**config.mk**
```make
export PLATFORM = sky130hd
export DESIGN_NAME = bsg_counter_up_down_sat_flat
export DESIGN_NICKNAME = d
export VERILOG_FILES = /design/src/rtl/bsg_counter_up_down_sat_pkg.sv /design/src/rtl/bsg_counter_up_down_sat_if.sv /design/src/rtl/bsg_counter_up_down_sat_next.sv /design/src/rtl/bsg_counter_up_down_sat.sv /design/src/flat_wrapper.sv
export SDC_FILE = /design/constraint.sdc
export NUM_CORES = 1
export LEC_CHECK = 0
export ABC_AREA = 1
export BUFFER_PORTS_ARGS = -buffer_cell sky130_fd_sc_hd__buf_2
export CELL_PAD_IN_SITES_DETAIL_PLACEMENT = 1
export CELL_PAD_IN_SITES_GLOBAL_PLACEMENT = 1
export CORE_MARGIN = 3
export CORE_UTILIZATION = 30
export CTS_CLUSTER_DIAMETER = 40
export DETAILED_ROUTE_END_ITERATION = 8
export GPL_TIMING_DRIVEN = 0
export PLACE_DENSITY = 0.71
export SYNTH_ARGS = -nofsm -noshare
export SYNTH_HDL_FRONTEND = slang
export SYNTH_SLANG_ARGS = --single-unit
```
**constraint.sdc**
```tcl
create_clock -name clk_i -period 4.01 [get_ports clk_i]
set_input_delay 0.2005 -clock clk_i [delete_from_list [all_inputs] [get_ports clk_i]]
set_output_delay 0.2005 -clock clk_i [all_outputs]
set_load 0.1 [all_outputs]
```
**src/rtl/bsg_counter_up_down_sat_pkg.sv**
```systemverilog
// Shared types for the saturating/wrapping up/down counter.
// Classifies a signed net sum against the legal count range.
package bsg_counter_up_down_sat_pkg;

  typedef enum logic [1:0] {
    RangeOk,
    RangeOver,
    RangeUnder
  } range_e;

  function automatic range_e classify(input int sum, input int max_val);
    if (sum > max_val) return RangeOver;
    if (sum < 0) return RangeUnder;
    return RangeOk;
  endfunction

endpackage

```
**src/rtl/bsg_counter_up_down_sat_if.sv**
```systemverilog
// Step/clear inputs and count/flag outputs of the up/down counter.
// master drives steps and clear; slave is the counter.
interface bsg_counter_up_down_sat_if
  import bsg_counter_up_down_sat_pkg::*;
#(
  parameter int unsigned max_val_p  = 200,
  parameter int unsigned max_step_p = 1
);
  localparam int unsigned ptr_width_lp  = $clog2(max_val_p + 1);
  localparam int unsigned step_width_lp = $clog2(max_step_p + 1);

  logic                     clear_i;
  logic [step_width_lp-1:0] up_i;
  logic [step_width_lp-1:0] down_i;
  logic [ptr_width_lp-1:0]  count_o;
  logic                     full_o;
  logic                     empty_o;
  logic                     overflow_o;
  logic                     underflow_o;

  modport master (
    output clear_i, up_i, down_i,
    input  count_o, full_o, empty_o, overflow_o, underflow_o
  );

  modport slave (
    input  clear_i, up_i, down_i,
    output count_o, full_o, empty_o, overflow_o, underflow_o
  );
endinterface

```
**src/rtl/bsg_counter_up_down_sat_next.sv**
```systemverilog
// Combinational next-count: nets up against down, then saturates or wraps
// an out-of-range result and flags which limit was crossed.
module bsg_counter_up_down_sat_next
  import bsg_counter_up_down_sat_pkg::*;
#(
  parameter int unsigned max_val_p  = 200,
  parameter int unsigned max_step_p = 1,
  parameter bit          saturate_p = 1'b1,
  localparam int unsigned ptr_width_lp  = $clog2(max_val_p + 1),
  localparam int unsigned step_width_lp = $clog2(max_step_p + 1)
) (
  input  logic [ptr_width_lp-1:0]  count_i,
  input  logic [step_width_lp-1:0] up_i,
  input  logic [step_width_lp-1:0] down_i,
  output logic [ptr_width_lp-1:0]  count_o,
  output logic                     overflow_o,
  output logic                     underflow_o
);
  // Two extra bits: one for headroom above max_val_p, one for sign.
  localparam int unsigned sum_width_lp = ptr_width_lp + 2;
  localparam logic [sum_width_lp-1:0] modulus_lp = sum_width_lp'(max_val_p + 1);

  logic signed [sum_width_lp-1:0] sum;
  range_e                         range;

  always_comb begin
    sum = signed'(sum_width_lp'(count_i) + sum_width_lp'(up_i) - sum_width_lp'(down_i));
    range = classify(int'(sum), int'(max_val_p));
    overflow_o  = (range == RangeOver);
    underflow_o = (range == RangeUnder);
    unique case (range)
      RangeOk:    count_o = ptr_width_lp'(sum);
      RangeOver:  count_o = saturate_p ? ptr_width_lp'(max_val_p)
                                       : ptr_width_lp'(sum - modulus_lp);
      RangeUnder: count_o = saturate_p ? '0 : ptr_width_lp'(sum + modulus_lp);
      default:    count_o = count_i;
    endcase
  end

endmodule

```
**src/rtl/bsg_counter_up_down_sat.sv**
```systemverilog
// Multi-step up/down counter with saturate-or-wrap limits, synchronous
// clear and sticky overflow/underflow flags.
module bsg_counter_up_down_sat
  import bsg_counter_up_down_sat_pkg::*;
#(
  parameter int unsigned max_val_p  = 200,
  parameter int unsigned init_val_p = 200,
  parameter int unsigned max_step_p = 1,
  parameter bit          saturate_p = 1'b1
) (
  input logic                      clk_i,
  input logic                      reset_i,
  bsg_counter_up_down_sat_if.slave ctr
);
  localparam int unsigned ptr_width_lp = $clog2(max_val_p + 1);
  localparam logic [ptr_width_lp-1:0] init_lp = ptr_width_lp'(init_val_p);
  localparam logic [ptr_width_lp-1:0] max_lp  = ptr_width_lp'(max_val_p);

  if (init_val_p > max_val_p) begin : g_bad_init
    $error("init_val_p must not exceed max_val_p");
  end
  if (max_step_p < 1 || max_step_p > max_val_p) begin : g_bad_step
    $error("max_step_p must lie in 1..max_val_p");
  end

  logic [ptr_width_lp-1:0] count_q, count_d;
  logic                    overflow_q, underflow_q;
  logic                    step_over, step_under;

  bsg_counter_up_down_sat_next #(
    .max_val_p  (max_val_p),
    .max_step_p (max_step_p),
    .saturate_p (saturate_p)
  ) u_next (
    .count_i     (count_q),
    .up_i        (ctr.up_i),
    .down_i      (ctr.down_i),
    .count_o     (count_d),
    .overflow_o  (step_over),
    .underflow_o (step_under)
  );

  // Reset and clear have identical effect; clear discards same-cycle steps.
  always_ff @(posedge clk_i) begin
    if (reset_i || ctr.clear_i) begin
      count_q     <= init_lp;
      overflow_q  <= 1'b0;
      underflow_q <= 1'b0;
    end else begin
      count_q     <= count_d;
      overflow_q  <= overflow_q | step_over;
      underflow_q <= underflow_q | step_under;
    end
  end

  assign ctr.count_o     = count_q;
  assign ctr.full_o      = (count_q == max_lp);
  assign ctr.empty_o     = (count_q == '0);
  assign ctr.overflow_o  = overflow_q;
  assign ctr.underflow_o = underflow_q;

endmodule

```
**src/flat_wrapper.sv**
```systemverilog
// flat-port wrapper written by rule: the top's interface ports become plain ports
module bsg_counter_up_down_sat_flat import bsg_counter_up_down_sat_pkg::*;
#(
  parameter int unsigned max_val_p  = 200,
  parameter int unsigned init_val_p = 200,
  parameter int unsigned max_step_p = 1,
  parameter bit          saturate_p = 1'b1
)
  (clk_i, reset_i, ctr_clear_i, ctr_up_i, ctr_down_i, ctr_count_o, ctr_full_o, ctr_empty_o, ctr_overflow_o, ctr_underflow_o);
  bsg_counter_up_down_sat_if #(.max_val_p(max_val_p), .max_step_p(max_step_p)) ctr_i ();
  input logic clk_i;
  input logic reset_i;
  input wire logic [$bits(ctr_i.clear_i)-1:0] ctr_clear_i;
  input wire logic [$bits(ctr_i.up_i)-1:0] ctr_up_i;
  input wire logic [$bits(ctr_i.down_i)-1:0] ctr_down_i;
  output wire logic [$bits(ctr_i.count_o)-1:0] ctr_count_o;
  output wire logic [$bits(ctr_i.full_o)-1:0] ctr_full_o;
  output wire logic [$bits(ctr_i.empty_o)-1:0] ctr_empty_o;
  output wire logic [$bits(ctr_i.overflow_o)-1:0] ctr_overflow_o;
  output wire logic [$bits(ctr_i.underflow_o)-1:0] ctr_underflow_o;
  assign ctr_i.clear_i = ctr_clear_i;
  assign ctr_i.up_i = ctr_up_i;
  assign ctr_i.down_i = ctr_down_i;
  assign ctr_count_o = ctr_i.count_o;
  assign ctr_full_o = ctr_i.full_o;
  assign ctr_empty_o = ctr_i.empty_o;
  assign ctr_overflow_o = ctr_i.overflow_o;
  assign ctr_underflow_o = ctr_i.underflow_o;
  bsg_counter_up_down_sat #(.max_val_p(max_val_p), .init_val_p(init_val_p), .max_step_p(max_step_p), .saturate_p(saturate_p)) u_core (.clk_i(clk_i), .reset_i(reset_i), .ctr(ctr_i));
endmodule
```
==> results.sh <==
export IMPL_cp_slowest_cell="fa_1"
export IMPL_postSynth_asyncResetShare=0
export IMPL_cts_sinks=10
export IMPL_numPortBuffers=16
export IMPL_min_period_over_period=0.640
export IMPL_crit_chain="inv_1 -> ha_1 -> inv_1 -> ha_1 -> fa_1 -> nand2_1 -> nand3_1 -> nand3_1 -> nand2_1 -> nand2_1 -> nand3_1 -> inv_2 -> nand3_1 -> nand3_2 -> nand3_1"
export IMPL_slew_headroom=0.677
export IMPL_status="finished, final reports clean"
export IMPL_grt_max_degree=8
export IMPL_fin_ws_ns=1.45
export IMPL_post_route_min_period_ns=2.56
export IMPL_startpoint_type="flop"
export IMPL_seq_area_frac_synth=0.190
export IMPL_ctsHtreeMaxLevel=1
export IMPL_wl_um=2770
export IMPL_endpoint="u_core.ctr.count_o[6]$_SDFFE_PP1P_"
export IMPL_crit_path_max_incr_delay_ns=0.47
export IMPL_syn_area_um2=1050
export IMPL_drive_gt1_frac=0.243
export IMPL_die_height_um=65.2
export IMPL_fmax_ghz=0.390
export IMPL_clock_path_buffers=2
export IMPL_vias=1037
export IMPL_final_setup_tns_ns=0
export IMPL_synth_avg_cell_area_um2=6.69
export IMPL_fill_cells=449
export IMPL_cts_buffers=3
export IMPL_rr_endpoint="u_core.ctr.count_o[6]$_SDFFE_PP1P_"
export IMPL_gp_congestion=0.795
export IMPL_fp_row_count=20
export IMPL_finClkSkew_ns=0.000765
export IMPL_num_antenna_cells=0
export IMPL_synth_edff_count=0
export IMPL_syn_to_final_growth_pct=16.3
export IMPL_final_common_cell="nand2_1"
export IMPL_coreArea_um2=3200
export IMPL_synth_seq_cells=10
export IMPL_hold_violations=0
export IMPL_die_area_um2=4250
export IMPL_grt_usage=0.147
export IMPL_cts_setup_buffers=0
export IMPL_setup_violations=0
export IMPL_cts_tree="yes"
export IMPL_nets=199
export IMPL_cts_resized=0
export IMPL_syn_nets=178
export IMPL_path_max_fanout=5
export IMPL_drv_slew=0
export IMPL_rsz0062_at_grt="no"
export IMPL_yosysWarnings=0
export IMPL_overflow=0
export IMPL_pre_cts_ws_ns=1.43
export IMPL_pin_count=17
export IMPL_cap_violations=0
export IMPL_drc=0
export IMPL_cts_root_buf="clkbuf_4"
export IMPL_ant_nets=0
export IMPL_r2r_cells=15
export IMPL_syn_inst=157
export IMPL_arrival_ns=2.71
export IMPL_ys_types=22
export IMPL_required_ns=4.15
export IMPL_regArea_um2=200
export IMPL_crit_top_cell="nand3_1"
export IMPL_grt_pass1_wl_um=4930
export IMPL_startpoint="u_core.ctr.count_o[0]$_SDFFE_PP0P_"
export IMPL_via_per_inst=4.69
export IMPL_final_cell_mix="nand2_1, inv_1, nand3_1"
export IMPL_dr_pass1_iters=4
export IMPL_die_w_um=65.2
export IMPL_grt_pass1_vias=1086
export IMPL_r2r_start="u_core.ctr.count_o[0]$_SDFFE_PP0P_"
export IMPL_drt_iter0_drc=22
export IMPL_wl_per_cell_um=12.5
export IMPL_hold_path_class="in2reg"
export IMPL_clk_latency_ns=0.27
export IMPL_crit_path_end_kind="flop"
export IMPL_cts_clk_slew_worst_paths_ns=0.06
export IMPL_regToRegSetupSlack_ns=1.45
export IMPL_synth_main_ff_cell="dfxtp_1"
export IMPL_critPathKind="reg2reg"
export IMPL_hold_buffers=0
export IMPL_hpwl_um=2450
export IMPL_multiInputGateArea_um2=716
export IMPL_antenna_found_initial=0
export IMPL_initial_utilization=0.328
export IMPL_tightest_slew_ns=0.488
[state kept, by name (all words and copies together) (netlist names)]
register,cells
u_core.ctr.count_o,8
u_core.ctr.overflow_o,1
u_core.ctr.underflow_o,1
[worst min-delay path by stage]
stage                                                  from                            endpoint  slack (ns)  depth (start not counted)
after global routing                                reset_i  u_core.ctr.count_o[7]$_SDFFE_PP1P_        0.21                          3
after CTS                                           reset_i  u_core.ctr.count_o[6]$_SDFFE_PP1P_        0.20                          3
after global placement    u_core.ctr.underflow_o$_SDFF_PP0_   u_core.ctr.underflow_o$_SDFF_PP0_        0.44                          2
final                                               reset_i  u_core.ctr.count_o[3]$_SDFFE_PP1P_        0.19                          3
after detailed placement  u_core.ctr.underflow_o$_SDFF_PP0_   u_core.ctr.underflow_o$_SDFF_PP0_        0.45                          2
after floorplan                                     reset_i  u_core.ctr.count_o[7]$_SDFFE_PP1P_        0.34                          2
[layout make-up]
cell class              instances  share of cell area
multi-input cells             111               0.585
flip-flops and latches         10               0.164
inverters                      36               0.111
repair buffers                 16              0.0655
well taps                      44              0.0450
clock buffers                   4              0.0297
[kinds of logic (layout without fill, tap and decap cells)]
group           count (synthesis)  after routing  share of synthesized area
simple gates                   84             84                      0.398
buf+inv                        36             56                      0.129
fa+ha+maj                      16             16                      0.198
flops                          10             10                      0.190
compound gates                  9              9                     0.0691
xor+xnor                        2              2                     0.0167
[critical path: cells and delay by family (launching register included)]
kind	cells	cell delay (ns)
adder cells (fa/ha/maj)	3	0.97
AND/OR/NAND/NOR	9	0.89
flip-flops	1	0.32
buffers and inverters	3	0.25
[layer usage]
layer  up-vias  part of all wire  GRT usage
met5         -                 0          0
met4         0             0.010     0.0389
met3         4             0.023     0.0171
met2        14              0.52      0.272
met1       487              0.45      0.177
li1        532                 -          -
[through the flow]
step           cell area (um^2)   util  cells  hold slack [ns]
3_3_place_gp               1190  0.370    217            0.443
3_5_place_dp               1190  0.370    217            0.450
5_1_grt                    1220  0.382    221            0.210
4_1_cts                    1220  0.382    221            0.197
6_report                   1220  0.382    221            0.194
2_1_floorplan              1050      -    157            0.344
[Yosys cell counts (2+ instances only)]
cell | number | area share
ha_1 | 15 | 0.18
a21oi_1 | 4 | 0.019
inv_1 | 30 | 0.11
nor2_1 | 13 | 0.046
inv_2 | 6 | 0.021
nor3_2 | 5 | 0.048
nand2_1 | 34 | 0.12
nand3_2 | 3 | 0.029
dfxtp_1 | 10 | 0.19
nand3_1 | 20 | 0.095
nand2_2 | 5 | 0.030
nand4_1 | 2 | 0.012
Power is left out: the tool's default activity adds up to more than one toggle a clock period on the data nets, which glitch-free logic cannot reach.
